==> src/rtl/sar_pkg.sv <==
// sar_pkg: shared types and constants for the SAR sequencer.
//   sar_state_e  - sequencer FSM states (IDLE / START / WAIT)
//   ERR_*        - bit positions inside err_o
//   acc_width()  - accumulator width needed to sum 2^osr_log2 results
package sar_pkg;

  typedef enum logic [1:0] {
    ST_IDLE  = 2'd0,
    ST_START = 2'd1,
    ST_WAIT  = 2'd2
  } sar_state_e;

  localparam int unsigned ERR_W       = 3;
  localparam int unsigned ERR_OVERRUN = 0;
  localparam int unsigned ERR_MISS    = 1;
  localparam int unsigned ERR_TIMEOUT = 2;

  // Summing 2^osr_log2 values of resolution bits needs osr_log2 extra bits.
  function automatic int unsigned acc_width(input int unsigned resolution,
                                            input int unsigned osr_log2);
    return resolution + osr_log2;
  endfunction

endpackage

==> src/rtl/sar_tick_timer.sv <==
// sar_tick_timer: periodic trigger generator.
//   clk_i    - clock
//   rst_i    - asynchronous, active-high reset
//   en_i     - enable; while low the timer is held at zero
//   period_i - tick interval minus one, in clk cycles
//   tick_o   - one-cycle trigger (combinational from timer and en_i)
module sar_tick_timer #(
  parameter int unsigned PERIOD_WIDTH = 16
) (
  input  logic                    clk_i,
  input  logic                    rst_i,
  input  logic                    en_i,
  input  logic [PERIOD_WIDTH-1:0] period_i,
  output logic                    tick_o
);

  logic [PERIOD_WIDTH-1:0] timer_q;

  // Holding the timer at zero while disabled makes the first tick land on
  // the very first enabled cycle.
  always_ff @(posedge clk_i or posedge rst_i) begin
    if (rst_i) begin
      timer_q <= '0;
    end else if (!en_i) begin
      timer_q <= '0;
    end else if (timer_q == '0) begin
      timer_q <= period_i;
    end else begin
      timer_q <= timer_q - PERIOD_WIDTH'(1);
    end
  end

  assign tick_o = en_i && (timer_q == '0);

endmodule

==> src/rtl/sar_sequencer.sv <==
// sar_sequencer: triggers the SAR converter periodically, averages
// 2^OSR_LOG2 results per sample and presents them on a valid/ready stream.
//   clk_i, rst_i      - clock, asynchronous active-high reset
//   en_i, period_i    - periodic trigger enable and interval minus one
//   clr_i             - clears sticky err_o
//   start_o           - one-cycle conversion request
//   rdy_i, data_i     - converter done pulse and result
//   sample_o, valid_o - averaged sample stream, accepted with ready_i
//   err_o             - sticky {timeout, missed tick, overrun}
module sar_sequencer
  import sar_pkg::*;
#(
  parameter int unsigned RESOLUTION   = 12,
  parameter int unsigned OSR_LOG2     = 2,
  parameter int unsigned PERIOD_WIDTH = 16,
  parameter int unsigned TIMEOUT      = 16
) (
  input  logic                    clk_i,
  input  logic                    rst_i,
  input  logic                    en_i,
  input  logic [PERIOD_WIDTH-1:0] period_i,
  input  logic                    clr_i,
  output logic                    start_o,
  input  logic                    rdy_i,
  input  logic [RESOLUTION-1:0]   data_i,
  output logic [RESOLUTION-1:0]   sample_o,
  output logic                    valid_o,
  input  logic                    ready_i,
  output logic [ERR_W-1:0]        err_o
);

  localparam int unsigned ACC_W = acc_width(RESOLUTION, OSR_LOG2);
  localparam int unsigned CNT_W = OSR_LOG2 + 1;
  localparam int unsigned TMO_W = $clog2(TIMEOUT + 1);
  localparam logic [CNT_W-1:0] LAST_CNT = CNT_W'((1 << OSR_LOG2) - 1);
  // The START cycle counts toward the budget, so WAIT gives up after
  // TIMEOUT-1 silent cycles and the error shows TIMEOUT cycles after start_o.
  localparam logic [TMO_W-1:0] TMO_LAST = TMO_W'(TIMEOUT - 2);

  logic tick;

  sar_tick_timer #(
    .PERIOD_WIDTH(PERIOD_WIDTH)
  ) u_tick_timer (
    .clk_i   (clk_i),
    .rst_i   (rst_i),
    .en_i    (en_i),
    .period_i(period_i),
    .tick_o  (tick)
  );

  sar_state_e              state_q, state_d;
  logic [ACC_W-1:0]        acc_q, acc_d, acc_sum;
  logic [CNT_W-1:0]        cnt_q, cnt_d;
  logic [TMO_W-1:0]        tmo_q, tmo_d;
  logic                    start_q, start_d;
  logic [RESOLUTION-1:0]   sample_q, sample_d;
  logic                    valid_q, valid_d;
  logic [ERR_W-1:0]        err_q, err_d;
  logic                    publish;

  // Next-state, accumulator, output register and error logic.
  always_comb begin
    state_d  = state_q;
    acc_d    = acc_q;
    cnt_d    = cnt_q;
    tmo_d    = tmo_q;
    sample_d = sample_q;
    valid_d  = valid_q;
    err_d    = clr_i ? '0 : err_q;
    publish  = 1'b0;
    acc_sum  = acc_q + ACC_W'(data_i);

    case (state_q)
      ST_IDLE: begin
        if (tick) begin
          acc_d   = '0;
          cnt_d   = '0;
          state_d = ST_START;
        end
      end
      ST_START: begin
        tmo_d   = '0;
        state_d = ST_WAIT;
      end
      ST_WAIT: begin
        if (rdy_i) begin
          acc_d = acc_sum;
          cnt_d = cnt_q + CNT_W'(1);
          if (cnt_q == LAST_CNT) begin
            publish = 1'b1;
            state_d = ST_IDLE;
          end else begin
            state_d = ST_START;
          end
        end else if (tmo_q == TMO_LAST) begin
          err_d[ERR_TIMEOUT] = 1'b1;
          acc_d   = '0;
          cnt_d   = '0;
          state_d = ST_IDLE;
        end else begin
          tmo_d = tmo_q + TMO_W'(1);
        end
      end
      default: state_d = ST_IDLE;
    endcase

    start_d = (state_d == ST_START);

    if (tick && (state_q != ST_IDLE)) begin
      err_d[ERR_MISS] = 1'b1;
    end

    // A held, unaccepted sample wins over a newly published one.
    if (valid_q && ready_i) begin
      valid_d = 1'b0;
    end
    if (publish) begin
      if (valid_q && !ready_i) begin
        err_d[ERR_OVERRUN] = 1'b1;
      end else begin
        valid_d  = 1'b1;
        sample_d = RESOLUTION'(acc_sum >> OSR_LOG2);
      end
    end
  end

  // State and registered outputs.
  always_ff @(posedge clk_i or posedge rst_i) begin
    if (rst_i) begin
      state_q  <= ST_IDLE;
      acc_q    <= '0;
      cnt_q    <= '0;
      tmo_q    <= '0;
      start_q  <= 1'b0;
      sample_q <= '0;
      valid_q  <= 1'b0;
      err_q    <= '0;
    end else begin
      state_q  <= state_d;
      acc_q    <= acc_d;
      cnt_q    <= cnt_d;
      tmo_q    <= tmo_d;
      start_q  <= start_d;
      sample_q <= sample_d;
      valid_q  <= valid_d;
      err_q    <= err_d;
    end
  end

  assign start_o  = start_q;
  assign sample_o = sample_q;
  assign valid_o  = valid_q;
  assign err_o    = err_q;

endmodule

==> config.mk <==
export PLATFORM = sky130hd
export DESIGN_NAME = sar_sequencer
export DESIGN_NICKNAME = d
export VERILOG_FILES = /design/src/rtl/sar_pkg.sv /design/src/rtl/sar_tick_timer.sv /design/src/rtl/sar_sequencer.sv
export SDC_FILE = /design/constraint.sdc
export NUM_CORES = 1
export LEC_CHECK = 0
export CAP_MARGIN = 15
export CORE_ASPECT_RATIO = 1.1
export CORE_MARGIN = 2
export CORE_UTILIZATION = 42
export DETAILED_ROUTE_END_ITERATION = 8
export GPL_TIMING_DRIVEN = 0
export PLACE_DENSITY_LB_ADDON = 0.25
export SETUP_SLACK_MARGIN = 0.5
export SYNTH_ARGS = -nofsm -noshare
export SYNTH_HDL_FRONTEND = slang
export SYNTH_SLANG_ARGS = --single-unit
==> constraint.sdc <==
create_clock -name clk_i -period 6.4 [get_ports clk_i]
set_clock_uncertainty 0.05 [all_clocks]
set_input_delay 1.28 -clock clk_i [delete_from_list [all_inputs] [get_ports clk_i]]
set_output_delay 1.28 -clock clk_i [all_outputs]
set_load 0.005 [all_outputs]
==> reports/metrics.cfg <==
[clock_tree]
ctsResizeCount=0
numCtsBuffers=9
clock_sink_count=57
insertion_delay_ns=0.33
cts_setup_buffers=0
ctsHoldBuffers=0
ctsHtreeMaxLevel=3
root_buffer=clkbuf_8
tritoncts=yes
clock_path_buffers=2
clkTransAtPathRegs_ns=0.06

[drt]
drt-pass1-iter-count=4
ant_nets=0
vias=2591
wirelength_mm=7.038
drt_iter0_markers=74
wl_per_cell_um=14.22
via_per_inst=5.234
drcViolationCount=0

[timing]
hold_viol_final=0
worst_slew_pin_slew_ns=0.5606
fin_setup_tns_ns=0
setup_viol=0
rsz0062_at_grt=no
period_needed_ns=3.479
finalMaxSlewViolations=0
max-slew-margin-rel_pct=62.63
finalCritPeriodShare_pct=54.36
fmax_mhz=287.5

[power_and_ir_drop]
power_mw=1.759
ir_worst_vdd_v=0.0001963
leakagePower_nw=1.853
power_density_nw_per_um2=429.1

[final_layout]
nFillCells=679
diodes=0
syn2layout_area_growth_pct=26.53
num-nets-final=438
drive_gt1_share_pct=8.718

[synth]
postSynth.asyncResetShare_pct=100.0
ys_types=58
synth_top_area_share_pct=44.02
synth_seq_area_share_pct=44.02
synthXorXnorAreaFrac_pct=6.216
synth_area_per_cell_um2=10.03
synth_area_um2=3241
ys_warn_count=0
syn_nets=376
synth_fa_ha_area_share_pct=7.568
synth_mux_area_share_pct=2.741
synthTopCellsByArea=dfrtp_1, ha_1, xnor2_1
synth.largest_area_cell=dfrtp_1
synthCells=323
synth_compound_area_share_pct=19.31
synth_seq_cells=57
synth-edff-count=0
synth_top_family_by_area=compound AO/OA/AOI/OAI gates
synth-main-ff-cell=dfrtp_1
yosys.area_share.simple_pct=16.41

[floorplanning]
io_pins=51
dieArea_um2=8435
die_w_um=87.75
start_util_pct=43.36
die_y_um=96.13
core-area_um2=7473
num_rows=33

[setup_path]
end_kind=flop
critPathKind=in -> reg
timing.critical_path.fanout_max=3
crit_required_ns=6.57
worstPathArrival_ns=3.65
cp-start-kind=input pin
reg2reg_slack_ns=3.91
rr_worst_depth=7

[grt]
top_usage_layer=met2
grt_antenna_before_repair=0
grt_use_met1_pct=22.09
met3_usage_pct=4.717
grt_max_degree=43
grt-ovfl-total=0
grt_first_pass_wirelength_mm=12.12
use_met2_pct=32.45
first_global_vias=2640
grt_usage_pct=18.82

[outcome]
status=complete, no violations

[hold_path]
hold_class=reg -> reg
holdPathStages=2

[place]
dp_hpwl_mm=5.153
numPortBuffers=50
gp_congestion=0.8055

[flow_run]
drv_cap=0

==> layout make-up <==
cell class,count,area (um2),area share [%]
inverters,15,56.30,1.373
repair buffers,51,520.5,12.69
well taps,105,131.4,3.204
clock buffers,14,172.7,4.211
flip-flops and latches,57,1426,34.79
plain buffers,12,65.06,1.587
multi-input cells,239,1693,41.29
clock inverters,2,35.03,0.8544
==> per-stage QoR <==
step | hold slack [ns] | util (%) | setup slack [ns] | instance area (um2) | std cells
after floorplan | 0.4061 | - | 3.223 | 3241 | 323
after global placement | 0.4212 | 51.82 | 2.564 | 3872 | 478
after detailed placement | 0.4241 | 52.08 | 2.606 | 3892 | 479
after CTS | 0.4404 | 54.86 | 2.964 | 4100 | 495
after global routing | 0.4690 | 54.86 | 2.753 | 4100 | 495
final | 0.4306 | 54.86 | 2.921 | 4100 | 495
==> worst paths after layout <==
path	startpoint	to
hold / removal	sample_o[0]	sample_o[0]
min in group asynchronous	rst_i	acc_q[0]
setup reg to reg	acc_q[0]	sample_o[8]
max in group asynchronous	rst_i	err_o[1]
hold reg to reg	sample_o[0]	sample_o[0]
setup / recovery	data_i[0]	sample_o[8]
==> worst max-delay path, stage by stage <==
cell and delay (ns):
clkdlybuf4s50_1 0.40, ha_1 0.24, fa_1 0.43, a211oi_1 0.31, o211ai_1 0.20, a221oi_1 0.36
xnor2_1 0.15, mux2_2 0.27
==> power breakdown <==
group          total, mW  switching, mW  internal [mW]
registers          0.593          0.104          0.489
logic              0.813          0.408          0.405
clock network      0.353          0.142          0.212
total               1.76          0.654           1.10
==> layer usage <==
metal,share of wire [%],wire length (um)
met1,45,3171
met2,49,3480
met3,3.7,257
met4,1.8,128
met5,0,0
==> synthesized netlist by cell type, drive strengths merged, types with 3 or more instances <==
cell type	number
inv	15
ha	18
clkbuf	9
a311oi	3
buf	3
a22o	12
a21oi	13
nand3	10
o211ai	4
nor3	5
nand2	21
and3	3
dfrtp	57
xor2	8
or2	3
mux2	7
xnor2	15
nor2	33
nand3b	3
a21o	8
and2	3
nand2b	4
or4	4
o21ai	15
a211oi	13
==> cell usage in the layout (no fill, tap or decap), drive strengths merged, types with 15 or more instances in the layout <==
cell and count:
clkdlybuf4s50 50, ha 18, nand2 21, dfrtp 57, inv 15, nor2 33, o21ai 15, clkbuf 23
xnor2 15
==> cell families after synthesis <==
logic type | after synthesis
compound gates | 87
simple gates | 102
mux | 8
fa+ha+maj | 19
buf+inv | 27
flops | 57
xor+xnor | 23
==> flip-flops by register name (all words and copies together), names as in the netlist, 2 cells and up <==
name	cells
u_tick_timer.timer_q	16
acc_q	14
sample_o	12
tmo_q	5
cnt_q	3
err_o	3
state_q	2
No activity file was read; power rests on OpenSTA's default activity.
